## config.mk

```make
export PLATFORM = sky130hd
export DESIGN_NAME = led_sequence_ctrl
export DESIGN_NICKNAME = d
export VERILOG_FILES = /design/src/rtl/led_seq_pkg.sv /design/src/rtl/switch_debounce.sv /design/src/rtl/led_sequence_ctrl.sv
export SDC_FILE = /design/constraint.sdc
export NUM_CORES = 1
export LEC_CHECK = 0
export ABC_AREA = 1
export CAP_MARGIN = 30
export CORE_ASPECT_RATIO = 0.5
export CORE_UTILIZATION = 33
export CTS_BUF_LIST = sky130_fd_sc_hd__clkbuf_16
export CTS_CLUSTER_DIAMETER = 100
export DETAILED_ROUTE_END_ITERATION = 8
export PLACE_DENSITY_LB_ADDON = 0.1
export RECOVER_POWER = 100
export SKIP_CTS_REPAIR_TIMING = 1
export SLEW_MARGIN = 20
export SYNTH_ARGS = -nofsm -noshare
export SYNTH_HDL_FRONTEND = slang
export SYNTH_HIERARCHICAL = 1
export SYNTH_SLANG_ARGS = --single-unit
```

## constraint.sdc

```tcl
create_clock -name i_Clk -period 1.3 [get_ports i_Clk]
set_input_delay 0.195 -clock i_Clk [delete_from_list [all_inputs] [get_ports i_Clk]]
set_output_delay 0.195 -clock i_Clk [all_outputs]
set_load 0.05 [all_outputs]
```

## src/rtl/led_seq_pkg.sv

```systemverilog
// -----------------------------------------------------------------------------
// led_seq_pkg
// Shared definitions for the LED sequencer:
//   - mode encodings (2-bit): MODE_IDLE, MODE_BLINK, MODE_CHASE, MODE_BOUNCE
//   - entry patterns loaded when a mode is entered
//   - active-low 7-segment digit codes (segment order A..G, MSB = A)
//   - helpers for mode advance, entry pattern and digit lookup
// -----------------------------------------------------------------------------
package led_seq_pkg;

    typedef enum logic [1:0] {
        MODE_IDLE   = 2'd0,
        MODE_BLINK  = 2'd1,
        MODE_CHASE  = 2'd2,
        MODE_BOUNCE = 2'd3
    } mode_t;

    localparam logic [3:0] PAT_IDLE        = 4'b0000;
    localparam logic [3:0] PAT_BLINK_INIT  = 4'b1111;
    localparam logic [3:0] PAT_ONEHOT_INIT = 4'b0001;

    localparam logic [6:0] SEG_0 = 7'b0000001;
    localparam logic [6:0] SEG_1 = 7'b1001111;
    localparam logic [6:0] SEG_2 = 7'b0010010;
    localparam logic [6:0] SEG_3 = 7'b0000110;

    // Modes advance in a ring; BOUNCE wraps back to IDLE.
    function automatic mode_t next_mode(input mode_t m);
        mode_t n;
        case (m)
            MODE_IDLE:   n = MODE_BLINK;
            MODE_BLINK:  n = MODE_CHASE;
            MODE_CHASE:  n = MODE_BOUNCE;
            default:     n = MODE_IDLE;
        endcase
        return n;
    endfunction

    function automatic logic [3:0] entry_pattern(input mode_t m);
        logic [3:0] p;
        case (m)
            MODE_IDLE:   p = PAT_IDLE;
            MODE_BLINK:  p = PAT_BLINK_INIT;
            default:     p = PAT_ONEHOT_INIT;
        endcase
        return p;
    endfunction

    function automatic logic [6:0] seg_digit(input mode_t m);
        logic [6:0] s;
        case (m)
            MODE_IDLE:   s = SEG_0;
            MODE_BLINK:  s = SEG_1;
            MODE_CHASE:  s = SEG_2;
            default:     s = SEG_3;
        endcase
        return s;
    endfunction

endpackage

```

## src/rtl/switch_debounce.sv

```systemverilog
// -----------------------------------------------------------------------------
// switch_debounce
// Synchronises a raw asynchronous switch, debounces it and flags presses.
// Parameters:
//   DEBOUNCE_CLKS  clocks the synchronised input must hold a new level (>= 2)
// Ports:
//   i_Clk     in   system clock
//   i_Rst_n   in   asynchronous active-low reset
//   i_Switch  in   raw switch, 1 = pressed, asynchronous to i_Clk
//   o_Level   out  debounced (stable) switch level
//   o_Press   out  one-cycle registered pulse on a stable 0->1 transition
// -----------------------------------------------------------------------------
module switch_debounce #(
    parameter int DEBOUNCE_CLKS = 250000
) (
    input  logic i_Clk,
    input  logic i_Rst_n,
    input  logic i_Switch,
    output logic o_Level,
    output logic o_Press
);

    localparam int CNT_W = (DEBOUNCE_CLKS > 2) ? $clog2(DEBOUNCE_CLKS) : 1;
    localparam logic [CNT_W-1:0] CNT_MAX = CNT_W'(DEBOUNCE_CLKS - 1);

    logic             sync_p0;
    logic             sync_p1;
    logic [CNT_W-1:0] cnt;
    logic             stable;
    logic             press;

    always_ff @(posedge i_Clk or negedge i_Rst_n) begin
        if (!i_Rst_n) begin
            sync_p0 <= 1'b0;
            sync_p1 <= 1'b0;
            cnt     <= '0;
            stable  <= 1'b0;
            press   <= 1'b0;
        end else begin
            // Stage boundary: two-flop synchroniser.
            sync_p0 <= i_Switch;
            sync_p1 <= sync_p0;
            press   <= 1'b0;
            // Any return to the stable level restarts the hold count, so only
            // an uninterrupted mismatch of DEBOUNCE_CLKS clocks is accepted.
            if (sync_p1 == stable) begin
                cnt <= '0;
            end else if (cnt == CNT_MAX) begin
                stable <= sync_p1;
                cnt    <= '0;
                press  <= sync_p1;
            end else begin
                cnt <= cnt + 1'b1;
            end
        end
    end

    assign o_Level = stable;
    assign o_Press = press;

endmodule

```

## src/rtl/led_sequence_ctrl.sv

```systemverilog
// -----------------------------------------------------------------------------
// led_sequence_ctrl
// Go Board LED sequencer: each debounced press of switch 1 advances the display
// mode (IDLE -> BLINK -> CHASE -> BOUNCE -> IDLE); the LED pattern for the
// active mode steps once per programmable tick.
// Optional feature macro: SEG7_MODE_EN adds a registered 7-segment display of
// the current mode digit (o_Seg, active-low, segments A..G).
// Parameters:
//   CLKS_PER_TICK  clocks per pattern step (>= 2)
//   DEBOUNCE_CLKS  switch debounce hold time in clocks (>= 2)
// Ports:
//   i_Clk       in   system clock
//   i_Rst_n     in   asynchronous active-low reset
//   i_Switch_1  in   raw push switch, 1 = pressed
//   o_Mode      out  current mode (0 IDLE, 1 BLINK, 2 CHASE, 3 BOUNCE)
//   o_LED_1..4  out  pattern bits 0..3
//   o_Seg       out  (SEG7_MODE_EN only) mode digit, active-low A..G
// -----------------------------------------------------------------------------
module led_sequence_ctrl
    import led_seq_pkg::*;
#(
    parameter int CLKS_PER_TICK = 2500000,
    parameter int DEBOUNCE_CLKS = 250000
) (
    input  logic       i_Clk,
    input  logic       i_Rst_n,
    input  logic       i_Switch_1,
    output logic [1:0] o_Mode,
    output logic       o_LED_1,
    output logic       o_LED_2,
    output logic       o_LED_3,
`ifdef SEG7_MODE_EN
    output logic       o_LED_4,
    output logic [6:0] o_Seg
`else
    output logic       o_LED_4
`endif
);

    localparam int TICK_W = (CLKS_PER_TICK > 2) ? $clog2(CLKS_PER_TICK) : 1;
    localparam logic [TICK_W-1:0] TICK_MAX = TICK_W'(CLKS_PER_TICK - 1);

    logic              press;
    logic              level_unused;   // debounced level is not needed here
    mode_t             mode_q;
    logic [TICK_W-1:0] tick_cnt;
    logic              tick;
    logic [3:0]        pattern;
    logic              dir_up;

    switch_debounce #(
        .DEBOUNCE_CLKS(DEBOUNCE_CLKS)
    ) u_sw1 (
        .i_Clk   (i_Clk),
        .i_Rst_n (i_Rst_n),
        .i_Switch(i_Switch_1),
        .o_Level (level_unused),
        .o_Press (press)
    );

    assign tick = (tick_cnt == TICK_MAX);

    // Stage boundary: mode FSM, tick counter and pattern register.
    // A press takes priority over a coincident tick: the entry pattern loads
    // and the tick counter restarts, so the tick is discarded.
    always_ff @(posedge i_Clk or negedge i_Rst_n) begin
        if (!i_Rst_n) begin
            mode_q   <= MODE_IDLE;
            tick_cnt <= '0;
            pattern  <= PAT_IDLE;
            dir_up   <= 1'b1;
        end else if (press) begin
            mode_q   <= next_mode(mode_q);
            tick_cnt <= '0;
            pattern  <= entry_pattern(next_mode(mode_q));
            dir_up   <= 1'b1;
        end else begin
            tick_cnt <= tick ? '0 : tick_cnt + 1'b1;
            if (tick) begin
                case (mode_q)
                    MODE_IDLE:  pattern <= PAT_IDLE;
                    MODE_BLINK: pattern <= ~pattern;
                    MODE_CHASE: pattern <= {pattern[2:0], pattern[3]};
                    default: begin
                        // Direction flips when stepping away from an end,
                        // so each end lit position is shown exactly once.
                        if (dir_up) begin
                            if (pattern[3]) begin
                                pattern <= 4'b0100;
                                dir_up  <= 1'b0;
                            end else begin
                                pattern <= pattern << 1;
                            end
                        end else begin
                            if (pattern[0]) begin
                                pattern <= 4'b0010;
                                dir_up  <= 1'b1;
                            end else begin
                                pattern <= pattern >> 1;
                            end
                        end
                    end
                endcase
            end
        end
    end

    assign o_Mode  = mode_q;
    assign o_LED_1 = pattern[0];
    assign o_LED_2 = pattern[1];
    assign o_LED_3 = pattern[2];
    assign o_LED_4 = pattern[3];

`ifdef SEG7_MODE_EN
    logic [6:0] seg_q;

    // Stage boundary: digit register, loaded on the same edge as the mode.
    always_ff @(posedge i_Clk or negedge i_Rst_n) begin
        if (!i_Rst_n) begin
            seg_q <= SEG_0;
        end else if (press) begin
            seg_q <= seg_digit(next_mode(mode_q));
        end
    end

    assign o_Seg = seg_q;
`endif

endmodule

```

==> impl_metrics.csv <==
group,metric,value,unit
status,run_status,"finished, violations left",
status,violated_checks,"setup timing",
cts,root_buffer_cell,"sky130_fd_sc_hd__clkbuf_16",
global_routing,grt.overflow.total,0,
cells_and_area,final_design_area_no_fill,4000,um2
worst_setup_path,worstSetupPathType,"flop to flop",
synth,synth.distinct_cells,34,
pwr,p_total,0.00325,W
global_routing,grt_pass1_wl,11200,um
place,place_inst,540,
worst_setup_path,critical_path.max_fanout,6,
synth,synthFlopType,"sky130_fd_sc_hd__dfrtp_1",
timing,drv_slew,0,
cells_and_area,insertedDiodeCount,0,
synth,synth_sequential_area_ratio,43.4,%
timing,post-route-period-util,105,%
pwr,power.density,813,nW/um2
synth,avgSynthCellArea,7.63,um2
global_routing,grt_start_max_net_pins,18,
timing,finalSetupViolCount,23,
worst_setup_path,slowest_stage,"sky130_fd_sc_hd__dfrtp_4",
cts,clk_pin_slew,0.07,ns
cells_and_area,syn_to_final_growth,35.7,%
cts,clock_insertion_delay_worst_skew,0.30,ns
worst_setup_path,path_delay_family,"flip-flops",
worst_setup_path,reg2regPathDepth,6,
timing,tightest_slew,0.443,ns
synth,ys.warnings.count,6,
worst_setup_path,worstPathCellList,"ha_4 > nor2_4 > nand2_1 > a21oi_1 > o21ai_1 > nand2_1",
place,setup_slack_placement,-0.0947,ns
global_routing,grt_pass1_vias,2333,
synth,number_of_synthesized_flops_with_an_enable_pin,0,
cts,cts.sinks,51,
worst_setup_path,most_frequent_cell_on_the_critical_path,"sky130_fd_sc_hd__nand2_1",
place,gp_congestion,0.877,
detailed_routing,via_cell_ratio,4.61,
pwr,vdd_ir_drop_max,0.752,mV
floorplanning,die_width,136,um
worst_setup_path,timing.critical_path.depth,6,
detailed_routing,drt_iter0_drc,127,
cells_and_area,final-seq-area,1300,um2
cts,cts_tree,"done",
timing,highest_achievable_clock_rate,735,MHz
worst_setup_path,critical_path.endpoint_type,"flop",
cells_and_area,layout-drive-gt1-share,34.6,%
detailed_routing,wire_per_inst,12.5,um
cells_and_area,num-fill-cells,830,
floorplanning,floorplan.die.height,68.8,um
job,maxCapViolations,0,
detailed_routing,routed.top_layer,"met4",
floorplanning,initial_utilization,35.4,%
detailed_routing,detailroute.via_count,2584,
floorplanning,core_footprint,8320,um2
worst_setup_path,critPathRequiredTime,1.54,ns
worst_setup_path,critPathBufInv,0,
floorplanning,fp-row-count,23,
floorplanning,ioPinCount,9,
cts,cts-buffers-inserted,5,
synth,synthesis.area,2940,um2
worst_setup_path,critical_path.max_stage_delay,0.54,ns
timing,timing_hold_violations_final,0,
cells_and_area,fin_nets,459,
synth,postSynthCellCount,386,
detailed_routing,met3WireLength,212,um
timing,finClkSkew,0.00717,ns
synth,ys_seq_elements,51,
detailed_routing,route.detailed.drc,0,
timing,timing.final.crit_period,1.36,ns
timing,final_setup_margin,-0.0599,ns
worst_setup_path,worst_setup_path_start_kind,"flop",
cts,htree_num_levels,2,
global_routing,grt_usage,15.7,%
cells_and_area,multi_input_comb_area,1750,um2
floorplanning,floorplan.die_area,9330,um2
synth,synthesis.nets,398,
cts,clock_path_buffers,2,
detailed_routing,met2RoutedLength,3170,um
timing,rsz0062_at_grt,"yes",
min_path,whs_path_depth,0,
min_path,hp-class,"flop to flop",
place,place.detailed.hpwl,5050,um
worst_setup_path,critical_path_arrival,1.60,ns
detailed_routing,met1Wirelength,3530,um
global_routing,number_of_antenna_violations_at_the_first_check_in_global_routing,0,
detailed_routing,first_pass_iters,4,
detailed_routing,drtAntennaViolNets,0,
synth,post_synth_arst_share,100,%
place,placed_cell_area,3560,um2
timing,slew_headroom,70.4,%
cells_and_area,layoutNonFillerInstCount,560,
detailed_routing,drt-total-wl,6980,um
place,buffer_ports.inserted,8,
pwr,static_power_due_to_leakage,1.84,nW
## cells by family after synthesis
logic type | after synthesis | synth area share, %
AO/OA/AOI/OAI | 23 | 4.25
buffers and inverters | 48 | 6.42
adder cells (fa/ha/maj) | 9 | 3.82
flip-flops | 51 | 43.4
AND/OR/NAND/NOR | 236 | 36.5
XOR/XNOR | 19 | 5.65
## metal layers
layer  up-vias  global-route usage (%)
met4         0                    4.21
li1       1326                       -
met3         6                    3.95
met1      1228                    21.3
met5         -                       0
met2        24                    25.2
## synthesized netlist by cell type, types with 2 or more instances
| master | n | area (um2) |
|---|---|---|
| sky130_fd_sc_hd__nor2_4 | 4 | 45.0 |
| sky130_fd_sc_hd__ha_1 | 9 | 113 |
| sky130_fd_sc_hd__nand2_1 | 94 | 353 |
| sky130_fd_sc_hd__inv_1 | 41 | 154 |
| sky130_fd_sc_hd__a21oi_1 | 8 | 40.0 |
| sky130_fd_sc_hd__xnor2_1 | 7 | 61.3 |
| sky130_fd_sc_hd__nand3_1 | 20 | 100 |
| sky130_fd_sc_hd__nand2_2 | 9 | 56.3 |
| sky130_fd_sc_hd__dfrtp_1 | 50 | 1250 |
| sky130_fd_sc_hd__nor3b_1 | 2 | 15.0 |
| sky130_fd_sc_hd__inv_2 | 4 | 15.0 |
| sky130_fd_sc_hd__nand3_2 | 2 | 20.0 |
| sky130_fd_sc_hd__nor3_2 | 2 | 20.0 |
| sky130_fd_sc_hd__nor2_2 | 9 | 56.3 |
| sky130_fd_sc_hd__o21ai_0 | 9 | 45.0 |
| sky130_fd_sc_hd__xor2_1 | 12 | 105 |
| sky130_fd_sc_hd__nand4_1 | 7 | 43.8 |
| sky130_fd_sc_hd__nor2_1 | 78 | 293 |
| sky130_fd_sc_hd__nor3_1 | 4 | 20.0 |
## state kept, by name, indices dropped and copies added (netlist names)
| register | cells |
|---|---|
| u_sw1/o_Level | 1 |
| u_sw1/o_Press | 1 |
| dir_up | 1 |
| u_sw1/sync_p0 | 1 |
| u_sw1/cnt | 18 |
| u_sw1/sync_p1 | 1 |
| pattern | 4 |
| tick_cnt | 22 |
| o_Mode | 2 |
## power by group
part	total [W]	internal, W	switching (W)
Combinational	0.0000984	0.0000348	0.0000636
Sequential	0.00161	0.00160	0.0000124
Clock	0.00154	0.000916	0.000627
## per-stage QoR
step           utilization (%)  TNS [ns]  hold slack (ns)
2_1_floorplan                -   -0.0392           -0.101
3_3_place_gp              42.8    -0.816            0.182
3_5_place_dp              42.8     -1.69            0.183
4_1_cts                   44.9     -2.11           -0.142
5_1_grt                   48.0     -4.31            0.383
6_report                  48.0    -0.458            0.361
## worst paths after layout
kind / from / slack, ns / to
max in group asynchronous: i_Rst_n / 0.16 / tick_cnt[9]$_DFF_PN0_
max: o_Mode[1]$_DFFE_PN0P_ / -0.06 / pattern[0]$_DFFE_PN0P_
min: u_sw1/sync_p0$_DFF_PN0_ / 0.36 / u_sw1/sync_p1$_DFF_PN0_
max reg2reg: o_Mode[1]$_DFFE_PN0P_ / -0.06 / pattern[0]$_DFFE_PN0P_
min in group asynchronous: i_Rst_n / 0.37 / tick_cnt[4]$_DFF_PN0_
min reg2reg: u_sw1/sync_p0$_DFF_PN0_ / 0.36 / u_sw1/sync_p1$_DFF_PN0_
## cell type report
| class | count | share of cell area (%) |
|---|---|---|
| Multi-Input combinational cell | 288 | 43.8 |
| Sequential cell | 51 | 32.4 |
| Timing Repair Buffer | 56 | 11.5 |
| Inverter | 45 | 4.42 |
| Tap cell | 112 | 3.51 |
| Clock buffer | 5 | 3.13 |
| Clock inverter | 3 | 1.16 |
## layout by cell type (no fill, tap or decap), types with 3 or more instances in the layout
cell type and instances:
sky130_fd_sc_hd__a21oi_1 6, sky130_fd_sc_hd__nor2_2 15, sky130_fd_sc_hd__nor3_2 3, sky130_fd_sc_hd__o21ai_1 3, sky130_fd_sc_hd__nand3_2 8, sky130_fd_sc_hd__ha_1 3
sky130_fd_sc_hd__nor2_1 64, sky130_fd_sc_hd__buf_6 8, sky130_fd_sc_hd__inv_4 3, sky130_fd_sc_hd__xnor2_1 6, sky130_fd_sc_hd__clkbuf_4 3, sky130_fd_sc_hd__nor2_4 12
sky130_fd_sc_hd__nand3_1 13, sky130_fd_sc_hd__nand2_2 15, sky130_fd_sc_hd__o21ai_0 6, sky130_fd_sc_hd__clkbuf_16 5, sky130_fd_sc_hd__buf_4 34, sky130_fd_sc_hd__buf_2 3
sky130_fd_sc_hd__nand2_1 85, sky130_fd_sc_hd__nor3_1 3, sky130_fd_sc_hd__inv_2 7, sky130_fd_sc_hd__inv_1 35, sky130_fd_sc_hd__dfrtp_1 39, sky130_fd_sc_hd__xor2_1 12
sky130_fd_sc_hd__nand2_4 5, sky130_fd_sc_hd__ha_4 4, sky130_fd_sc_hd__nand4_1 7, sky130_fd_sc_hd__dfrtp_2 9
No activity file was read; power rests on OpenSTA's default activity.
